## config.mk

```make
export PLATFORM = sky130hd
export DESIGN_NAME = row_package_streamer
export DESIGN_NICKNAME = d
export VERILOG_FILES = /design/src/rtl/row_package_streamer_pkg.sv /design/src/rtl/package_skid_fifo.sv /design/src/rtl/row_package_streamer.sv
export SDC_FILE = /design/constraint.sdc
export NUM_CORES = 2
export LEC_CHECK = 0
export ABC_CLOCK_PERIOD_IN_PS = 92600
export CORE_AREA = 2 2 448 450
export DETAILED_ROUTE_END_ITERATION = 6
export DIE_AREA = 0 0 450 452
export HOLD_SLACK_MARGIN = 0.12
export MAX_ROUTING_LAYER = met4
export PLACE_DENSITY = 0.46
export SYNTH_ARGS = -nofsm -noshare
export SYNTH_HDL_FRONTEND = slang
export SYNTH_SLANG_ARGS = --single-unit
```

## constraint.sdc

```tcl
create_clock -name clk -period 92.6 [get_ports clk]
set_input_delay 13.89 -clock clk [delete_from_list [all_inputs] [get_ports clk]]
set_output_delay 13.89 -clock clk [all_outputs]
set_load 0.005 [all_outputs]
```

## src/rtl/row_package_streamer_pkg.sv

```systemverilog
// Shared types for the row package streamer:
// widths, FSM states and the buffered package entry.
package row_package_streamer_pkg;

  localparam int NO_OF_UNITS   = 8;
  localparam int ELEMENT_WIDTH = 32;
  localparam int CNT_WIDTH     = 16;
  localparam int PKG_WIDTH     = NO_OF_UNITS * ELEMENT_WIDTH;

  typedef enum logic [1:0] {
    S_IDLE  = 2'd0,
    S_FETCH = 2'd1,
    S_DRAIN = 2'd2,
    S_DONE  = 2'd3
  } state_e;

  typedef struct packed {
    logic                 first;
    logic                 last;
    logic [CNT_WIDTH-1:0] row_index;
    logic [PKG_WIDTH-1:0] mat;
    logic [PKG_WIDTH-1:0] vec;
  } buf_entry_t;

  localparam int ENTRY_WIDTH = $bits(buf_entry_t);

endpackage

```

## src/rtl/package_skid_fifo.sv

```systemverilog
// Two-entry FIFO that soaks up the read issued
// while the consumer stalls.
module package_skid_fifo #(
  parameter int WIDTH = 8
) (
  input  logic             clk,
  input  logic             reset,
  input  logic             wr_en,
  input  logic [WIDTH-1:0] wr_data,
  input  logic             rd_en,
  output logic [WIDTH-1:0] rd_data,
  output logic             full,
  output logic             empty,
  output logic             valid,
  output logic             ready
);

  logic [WIDTH-1:0] mem [2];
  logic             wr_ptr;
  logic             rd_ptr;
  logic [1:0]       count;
  logic             do_wr;
  logic             do_rd;

  assign do_rd = rd_en & ~empty;
  assign do_wr = wr_en & (~full | do_rd);

  always_ff @(posedge clk) begin
    if (reset) begin
      mem[0] <= '0;
      mem[1] <= '0;
      wr_ptr <= 1'b0;
      rd_ptr <= 1'b0;
      count  <= 2'd0;
    end else begin
      if (do_wr) begin
        mem[wr_ptr] <= wr_data;
        wr_ptr      <= ~wr_ptr;
      end
      if (do_rd)
        rd_ptr <= ~rd_ptr;
      count <= count + {1'b0, do_wr}
                     - {1'b0, do_rd};
    end
  end

  assign rd_data = mem[rd_ptr];
  assign full    = (count == 2'd2);
  assign empty   = (count == 2'd0);
  assign valid   = ~empty;
  assign ready   = ~full;

endmodule

```

## src/rtl/row_package_streamer.sv

```systemverilog
// Streams matrix-row / vector package pairs with row
// framing to the dot-product unit from two sync memories.
module row_package_streamer
  import row_package_streamer_pkg::*;
#(
  parameter int ADDR_WIDTH = 13
) (
  input  logic                  clk,
  input  logic                  reset,
  input  logic                  cmd_valid,
  output logic                  cmd_ready,
  input  logic [CNT_WIDTH-1:0]  cmd_no_of_rows,
  input  logic [CNT_WIDTH-1:0]  cmd_no_of_multiples,
  input  logic [ADDR_WIDTH-1:0] cmd_row_base,
  input  logic [ADDR_WIDTH-1:0] cmd_vec_base,
  output logic                  row_mem_rd_en,
  output logic                  vec_mem_rd_en,
  output logic [ADDR_WIDTH-1:0] row_mem_addr,
  output logic [ADDR_WIDTH-1:0] vec_mem_addr,
  input  logic [PKG_WIDTH-1:0]  row_mem_rdata,
  input  logic [PKG_WIDTH-1:0]  vec_mem_rdata,
  output logic                  pkg_valid,
  input  logic                  pkg_ready,
  output logic [PKG_WIDTH-1:0]  first_row_output,
  output logic [PKG_WIDTH-1:0]  second_row_output,
  output logic                  pkg_first,
  output logic                  pkg_last,
  output logic [CNT_WIDTH-1:0]  row_index,
  output logic [CNT_WIDTH-1:0]  no_of_multiples_out,
  output logic                  busy,
  output logic                  done
);

  localparam logic [ADDR_WIDTH-1:0] A_ONE = ADDR_WIDTH'(1);
  localparam logic [CNT_WIDTH-1:0]  C_ONE = CNT_WIDTH'(1);

  state_e                state;
  logic [ADDR_WIDTH-1:0] row_addr;
  logic [ADDR_WIDTH-1:0] vec_addr;
  logic [ADDR_WIDTH-1:0] vec_base;
  logic [CNT_WIDTH-1:0]  rows;
  logic [CNT_WIDTH-1:0]  mults;
  logic [CNT_WIDTH-1:0]  pkg_idx;
  logic [CNT_WIDTH-1:0]  row_cnt;

  logic                  inflight;
  logic                  tag_first;
  logic                  tag_last;
  logic [CNT_WIDTH-1:0]  tag_row;

  buf_entry_t            wr_entry;
  buf_entry_t            rd_entry;
  logic                  fifo_full;
  logic                  fifo_empty;
  logic                  fifo_valid;
  logic                  fifo_ready;
  logic                  pop;
  logic                  issue;
  logic [1:0]            occ;
  logic [2:0]            used;
  logic                  last_pkg;
  logic                  last_row;

  assign last_pkg = (pkg_idx == mults - C_ONE);
  assign last_row = (row_cnt == rows - C_ONE);
  assign pop      = fifo_valid & pkg_ready;
  assign occ      = {fifo_full, fifo_valid & fifo_ready};
  assign used     = {1'b0, occ} + {2'b0, inflight};

  // The entry leaving this cycle frees a slot, which
  // keeps a full-rate stream free of bubbles.
  assign issue = (state == S_FETCH)
               & (used < 3'd2 + {2'b0, pop});

  always_ff @(posedge clk) begin
    if (reset) begin
      state     <= S_IDLE;
      row_addr  <= '0;
      vec_addr  <= '0;
      vec_base  <= '0;
      rows      <= '0;
      mults     <= '0;
      pkg_idx   <= '0;
      row_cnt   <= '0;
      inflight  <= 1'b0;
      tag_first <= 1'b0;
      tag_last  <= 1'b0;
      tag_row   <= '0;
    end else begin
      inflight <= issue;
      if (issue) begin
        tag_first <= (pkg_idx == '0);
        tag_last  <= last_pkg;
        tag_row   <= row_cnt;
      end
      unique case (state)
        S_IDLE: begin
          if (cmd_valid) begin
            rows     <= cmd_no_of_rows;
            mults    <= cmd_no_of_multiples;
            vec_base <= cmd_vec_base;
            row_addr <= cmd_row_base;
            vec_addr <= cmd_vec_base;
            pkg_idx  <= '0;
            row_cnt  <= '0;
            if (cmd_no_of_rows == '0 ||
                cmd_no_of_multiples == '0)
              state <= S_DONE;
            else
              state <= S_FETCH;
          end
        end
        S_FETCH: begin
          if (issue) begin
            row_addr <= row_addr + A_ONE;
            if (last_pkg) begin
              vec_addr <= vec_base;
              pkg_idx  <= '0;
              row_cnt  <= row_cnt + C_ONE;
              if (last_row)
                state <= S_DRAIN;
            end else begin
              vec_addr <= vec_addr + A_ONE;
              pkg_idx  <= pkg_idx + C_ONE;
            end
          end
        end
        S_DRAIN: begin
          if (fifo_empty && !inflight)
            state <= S_DONE;
        end
        S_DONE:  state <= S_IDLE;
        default: state <= S_IDLE;
      endcase
    end
  end

  always_comb begin
    wr_entry           = '0;
    wr_entry.first     = tag_first;
    wr_entry.last      = tag_last;
    wr_entry.row_index = tag_row;
    wr_entry.mat       = row_mem_rdata;
    wr_entry.vec       = vec_mem_rdata;
  end

  package_skid_fifo #(
    .WIDTH (ENTRY_WIDTH)
  ) u_fifo (
    .clk     (clk),
    .reset   (reset),
    .wr_en   (inflight),
    .wr_data (wr_entry),
    .rd_en   (pop),
    .rd_data (rd_entry),
    .full    (fifo_full),
    .empty   (fifo_empty),
    .valid   (fifo_valid),
    .ready   (fifo_ready)
  );

  assign cmd_ready           = (state == S_IDLE);
  assign busy                = (state != S_IDLE);
  assign done                = (state == S_DONE);
  assign row_mem_rd_en       = issue;
  assign vec_mem_rd_en       = issue;
  assign row_mem_addr        = row_addr;
  assign vec_mem_addr        = vec_addr;
  assign no_of_multiples_out = mults;

  assign pkg_valid         = fifo_valid;
  assign first_row_output  = rd_entry.mat;
  assign second_row_output = rd_entry.vec;
  assign pkg_first         = rd_entry.first;
  assign pkg_last          = rd_entry.last;
  assign row_index         = rd_entry.row_index;

endmodule

```

[Word level (Yosys, flattened, before mapping)]
Memories as Yosys holds them, arrays and structs flattened. A register that Yosys moved wholly into a read port is not among the register bits.
Index checks and enable logic that the tools add are counted.
Operators by class
  add/subtract/negate cells: 10
  order comparisons: 1
  equality and inequality tests: 11
  mux-type cells: 31
  bitwise logic cells: 10
  reduce and logical (&&, ||, !) cells: 15
Operators with widths (number)
  $mux 530: 1
  $reduce_or 530->1: 1
  $mux 16: 5
  $mux 13: 5
  $pmux 16 s2: 2
  $pmux 13 s2: 2
  $logic_not 16->1: 3
  $add 16x1->16 const B: 2
  $eq 16x16->1: 2
  $sub 16x1->16 const B: 2
  $add 13x1->13 const B: 2
  $mux 2: 6
  $ne 2x2->1 const B: 5
  $mux 1: 9
  $pmux 2 s4: 1
  $eq 2x2->1 const B: 3
  $and 1x1->1: 5
  $reduce_and 5->1: 1
  $logic_not 2->1: 2
  $not 1->1: 4
  $reduce_and 4->1: 1
  $reduce_bool 2->1: 2
  $add 2x1->3: 1
  $add 2x1->3 const A: 1
  10 further kinds: 10
Word-level totals
  register bits: 128
  bits in writable memories: 1060
  bits of input ports: 574
  output and inout bits: 578
  logic and storage cells: 94
  memories: 1
Memories
  u_fifo.mem: words 2, width 530, read ports 1, clocked after memory_dff 1, write ports 2, RTL line package_skid_fifo.sv:18  | logic [WIDTH-1:0] mem [2];

[Logic depth before layout (Yosys ltp)]
  depth in word-level cells: 11
  gate-level depth with buffers: 14
  mapped depth without buffers: 10

[Modules after synthesis]
From an unflattened synthesis, not the netlist that was laid out.
Second synthesis, totals
  cell total of the unflattened synthesis: 3758
  area total of the unflattened synthesis: 53411.2 µm²
By module, submodules not included
  package_skid_fifo: instances 1, cells each 2861, area each 46478.3 µm², sequential area each 31930.6 µm²
  row_package_streamer: instances 1, cells each 897, area each 6932.9 µm², sequential area each 2482.4 µm²

[Least setup slack after synthesis]
Ideal clock, no wire load.
  path type: in2reg
  from: in pkg_ready
  to: mem u_fifo.mem[0][0] (netlist bit), enable pin
  library setup time: 1538 ps
  arrival time: 38282 ps
  required time: 91062 ps
  slack: 52780 ps
  stages: 2
  buffers on the path: 0
  cell sequence: o21ai_1 > o21bai_1
RTL lines
  start: declaration: RTL line row_package_streamer.sv:23  | input logic pkg_ready,
  end: declaration: RTL line package_skid_fifo.sv:18

[Worst setup path after layout]
  from: in pkg_ready
  to: out vec_mem_rd_en
Between the ends
  word-level cells in the longest chain between the ends: 4
RTL lines
  $and 1x1->1: RTL line row_package_streamer.sv:66  | assign pop = fifo_valid & pkg_ready;
  $add 2x1->3: RTL line row_package_streamer.sv:73  | & (used < 3'd2 + {2'b0, pop});
  $lt 3x3->1: RTL line row_package_streamer.sv:73
  $and 1x1->1: RTL line row_package_streamer.sv:73
  end: declaration: RTL line row_package_streamer.sv:17  | output logic vec_mem_rd_en,
No other way between the ends.

==> impl_metrics.ini <==
[route]
firstDrtPassIters = 7
drt_first_iter_violations = 2120
routedWlPerCell_um = 24.1
drt.antenna.violating_nets = 0
detail_route.drc_violations = 0
dr_total_vias = 33927
routed_wire_length_um = 186000
via_to_cell_ratio = 4.40

[run]
maxCapViolations = 0

[sta]
timing.max_slew.rel_slack_pct = 14.7
final_min_period_over_clock_period_pct = 33.0
clock-skew-final_ns = 0.0340
rsz_0062_raised_after_global_routing = no
hold_viol = 0
slew_violations = 0
tns_ns = 0
fin_crit_ns = 30.51
whs_ns = 0.450
worst_slew_pin_slew_ns = 1.28
setup_slack_ns = 62.09
fmax_mhz = 32.8
setup_viol = 0

[finish]
layout-drive-gt1-share_pct = 15.7
num-nets-final = 5456
layout_commonest_cell = clkdlybuf4s50_1
layout_common_cells = clkdlybuf4s50_1, and2_1, edfxtp_1
final_area_um2 = 71400
area_delta_synth_final_pct = 36.4

[synthesis]
synth_fp_nets = 4364
netlist_area_um2 = 52300
avgSynthCellArea_um2 = 13.9
yosys_most_used_dff = edfxtp_1
seq_area_frac_synth_pct = 65.8
ys_async_sr_fraction_pct = 0
synth_seq_cells = 1189
netlist_instances = 3776
yosysWarnings = 0
netlist-cell-type-count = 72
synth_enable_flop_cells = 1060

[setup_path]
worst_r2r_path_depth = 8
critical_path.max_fanout = 22
critical_path_cell_count = 6
timing.critical_path.mode_cell = clkdlybuf4s50_1
crit-reg2reg-capture = u_fifo.mem[1][247]$_SDFFCE_PN0P_
critical_path.top_delay_family = buffers and inverters
crit_start = pkg_ready
worst_ep_arrival_time_ns = 16.62
worst-path-buf-inv = 3
r2r_slack_ns = 87.23
critical_path_sink_type = primary output
critical_path.startpoint_type = input pin
crit_chain = clkdlybuf4s50_1, nor2b_1, o22ai_1, or2_2, clkinv_1, clkdlybuf4s50_1
crit_path_end = vec_mem_rd_en
timing.critical_path.required_ns = 78.71
path_class = input pin to primary output
max_stage_delay_ns = 0.62
cpMaxStageDelayCell = clkdlybuf4s50_1
r2r_start = u_fifo.count[0]$_SDFF_PP0_

[global_route]
grt_antenna_before_repair = 77
grt-ovfl-total = 0
grt_start_max_net_pins = 219
first_global_vias = 33737
global_route.usage.total_pct = 18.2
global_route_wire_length_before_repair_um = 257000

[floorplanning]
rows = 164
die_area_um2 = 203000
boundaryPins = 1152
die_h_um = 452
start_util_pct = 26.3
core_region_area_um2 = 199000
chipWidth_um = 450

[placed_design]
detailedPlacementHpwl_um = 128000
port-buffer-count = 1151
detailedPlace.worstSlack_ns = 62.02
final_replace_weighted_congestion = 0.859
post_dp_cell_area_um2 = 66700

[clock_tree]
cts.root.buffer_cell = clkbuf_16
post-cts-setup-buffers = 0
cts_sinks = 1189
worstSkewPairLatency_ns = 0.79
post_cts_resized = 0
h-tree-depth = 4
number_of_buffers_inserted_for_hold_repair_after_clock_tree_synthesis = 0
clock_path_buffers = 3
cts_tree = yes
cts.clk_slew.worst_paths_ns = 0.05
clock_buffers_created_by_tritoncts = 147

[power]
switching_power_uw = 518
vdd_drop_max_mv = 0.0146
seqPwrFrac_pct = 39.1
power_report.internal_total_mw = 1.26
power_frac_clock_pct = 31.1
power.switching_fraction_pct = 29.2
power_density_nw_per_um2 = 24.8
share_comb_of_total_power_pct = 29.8
cellLeakagePower_nw = 25.6

[hold_path]
hp-class = flop to flop

[status]
outcome = finished, final reports clean
[registers in the layout (all words and copies together), names as in the netlist, 2 cells and up, named ones only]
name                 count
pkg_idx                 16
vec_mem_addr            13
rows                    16
row_mem_addr            13
state                    2
u_fifo.mem            1060
no_of_multiples_out     16
tag_row                 16
vec_base                13
row_cnt                 16
u_fifo.count             2
[routing by layer]
metal / vias to the layer above / routed length, um / global-route usage, %
li1: 15786 / - / -
met1: 16981 / 74100 / 20.8
met2: 930 / 92900 / 29.7
met3: 230 / 12700 / 5.46
met4: 0 / 6420 / 7.34
met5: - / 0 / -
[power by group through the flow]
| stage | Combinational (mW) | Sequential, mW | Clock, mW |
|---|---|---|---|
| finish | 0.528 | 0.694 | 0.552 |
| global route | 0.563 | 0.703 | 0.589 |
| CTS | 0.542 | 0.695 | 0.569 |
| detailed placement | 0.538 | 0.706 | 0 |
| global placement | 0.542 | 0.703 | 0 |
| floorplan | 0.233 | 0.735 | 0 |
[how the worst min path moves through the flow]
stage	from	to	cells past startpoint
3_3_place_gp	vec_base[7]$_SDFFE_PP0P_	vec_base[7]$_SDFFE_PP0P_	2
6_report	vec_base[10]$_SDFFE_PP0P_	vec_base[10]$_SDFFE_PP0P_	2
4_1_cts	vec_base[10]$_SDFFE_PP0P_	vec_base[10]$_SDFFE_PP0P_	2
2_1_floorplan	vec_base[0]$_SDFFE_PP0P_	vec_base[0]$_SDFFE_PP0P_	2
3_5_place_dp	vec_base[7]$_SDFFE_PP0P_	vec_base[7]$_SDFFE_PP0P_	2
5_1_grt	vec_base[11]$_SDFFE_PP0P_	vec_base[11]$_SDFFE_PP0P_	2
[logic make-up after synthesis]
logic type      after synthesis  synth area share, %
compound gates              232                 2.72
xor+xnor                     66                 1.13
fa+ha+maj                    14                0.335
buf+inv                     268                 1.99
flops                      1189                 65.8
mux                         535                 11.5
simple gates               1472                 16.6
[cell usage after synthesis (11+ instances only)]
master | number | area [um^2]
nand4_1 | 19 | 119
xor2_1 | 26 | 228
o31ai_1 | 11 | 82.6
and3_1 | 17 | 106
or4_1 | 18 | 135
nor4_1 | 16 | 100
xnor2_1 | 39 | 342
dfxtp_1 | 129 | 2580
ha_1 | 14 | 175
a211oi_1 | 20 | 150
o21ai_0 | 28 | 140
mux2_2 | 532 | 5990
inv_1 | 26 | 97.6
and2_1 | 1063 | 6650
nand3_1 | 31 | 155
nor2_1 | 68 | 255
nor3_1 | 16 | 80.1
nand2_1 | 169 | 634
or3_1 | 12 | 75.1
edfxtp_1 | 1060 | 31800
a21oi_1 | 115 | 576
clkbuf_1 | 228 | 856
[area by class of cell]
| cell class | count | area [um^2] |
|---|---|---|
| antenna | 71 | 178 |
| clock buffer | 198 | 4060 |
| clock inverter | 66 | 507 |
| fill | 19479 | 127000 |
| inverter | 27 | 101 |
| multi-input combinational | 2319 | 16900 |
| sequential | 1189 | 34400 |
| tap | 2656 | 3320 |
| timing repair buffer | 1184 | 11900 |
[tightest hold or removal path: cells and delay by family (launching register included)]
| family | cells | cell delay [ns] |
|---|---|---|
| AO/OA/AOI/OAI | 1 | 0.05 |
| AND/OR/NAND/NOR | 1 | 0.05 |
| flip-flops | 1 | 0.30 |
[through the flow]
stage / power (mW) / std cells / utilization (%)
floorplan: 0.968 / 3776 / -
global placement: 1.25 / 7375 / 33.6
detailed placement: 1.24 / 7375 / 33.6
CTS: 1.81 / 7639 / 35.9
global route: 1.85 / 7693 / 35.9
finish: 1.77 / 7710 / 35.9
(Power assumes the default switching activity.)
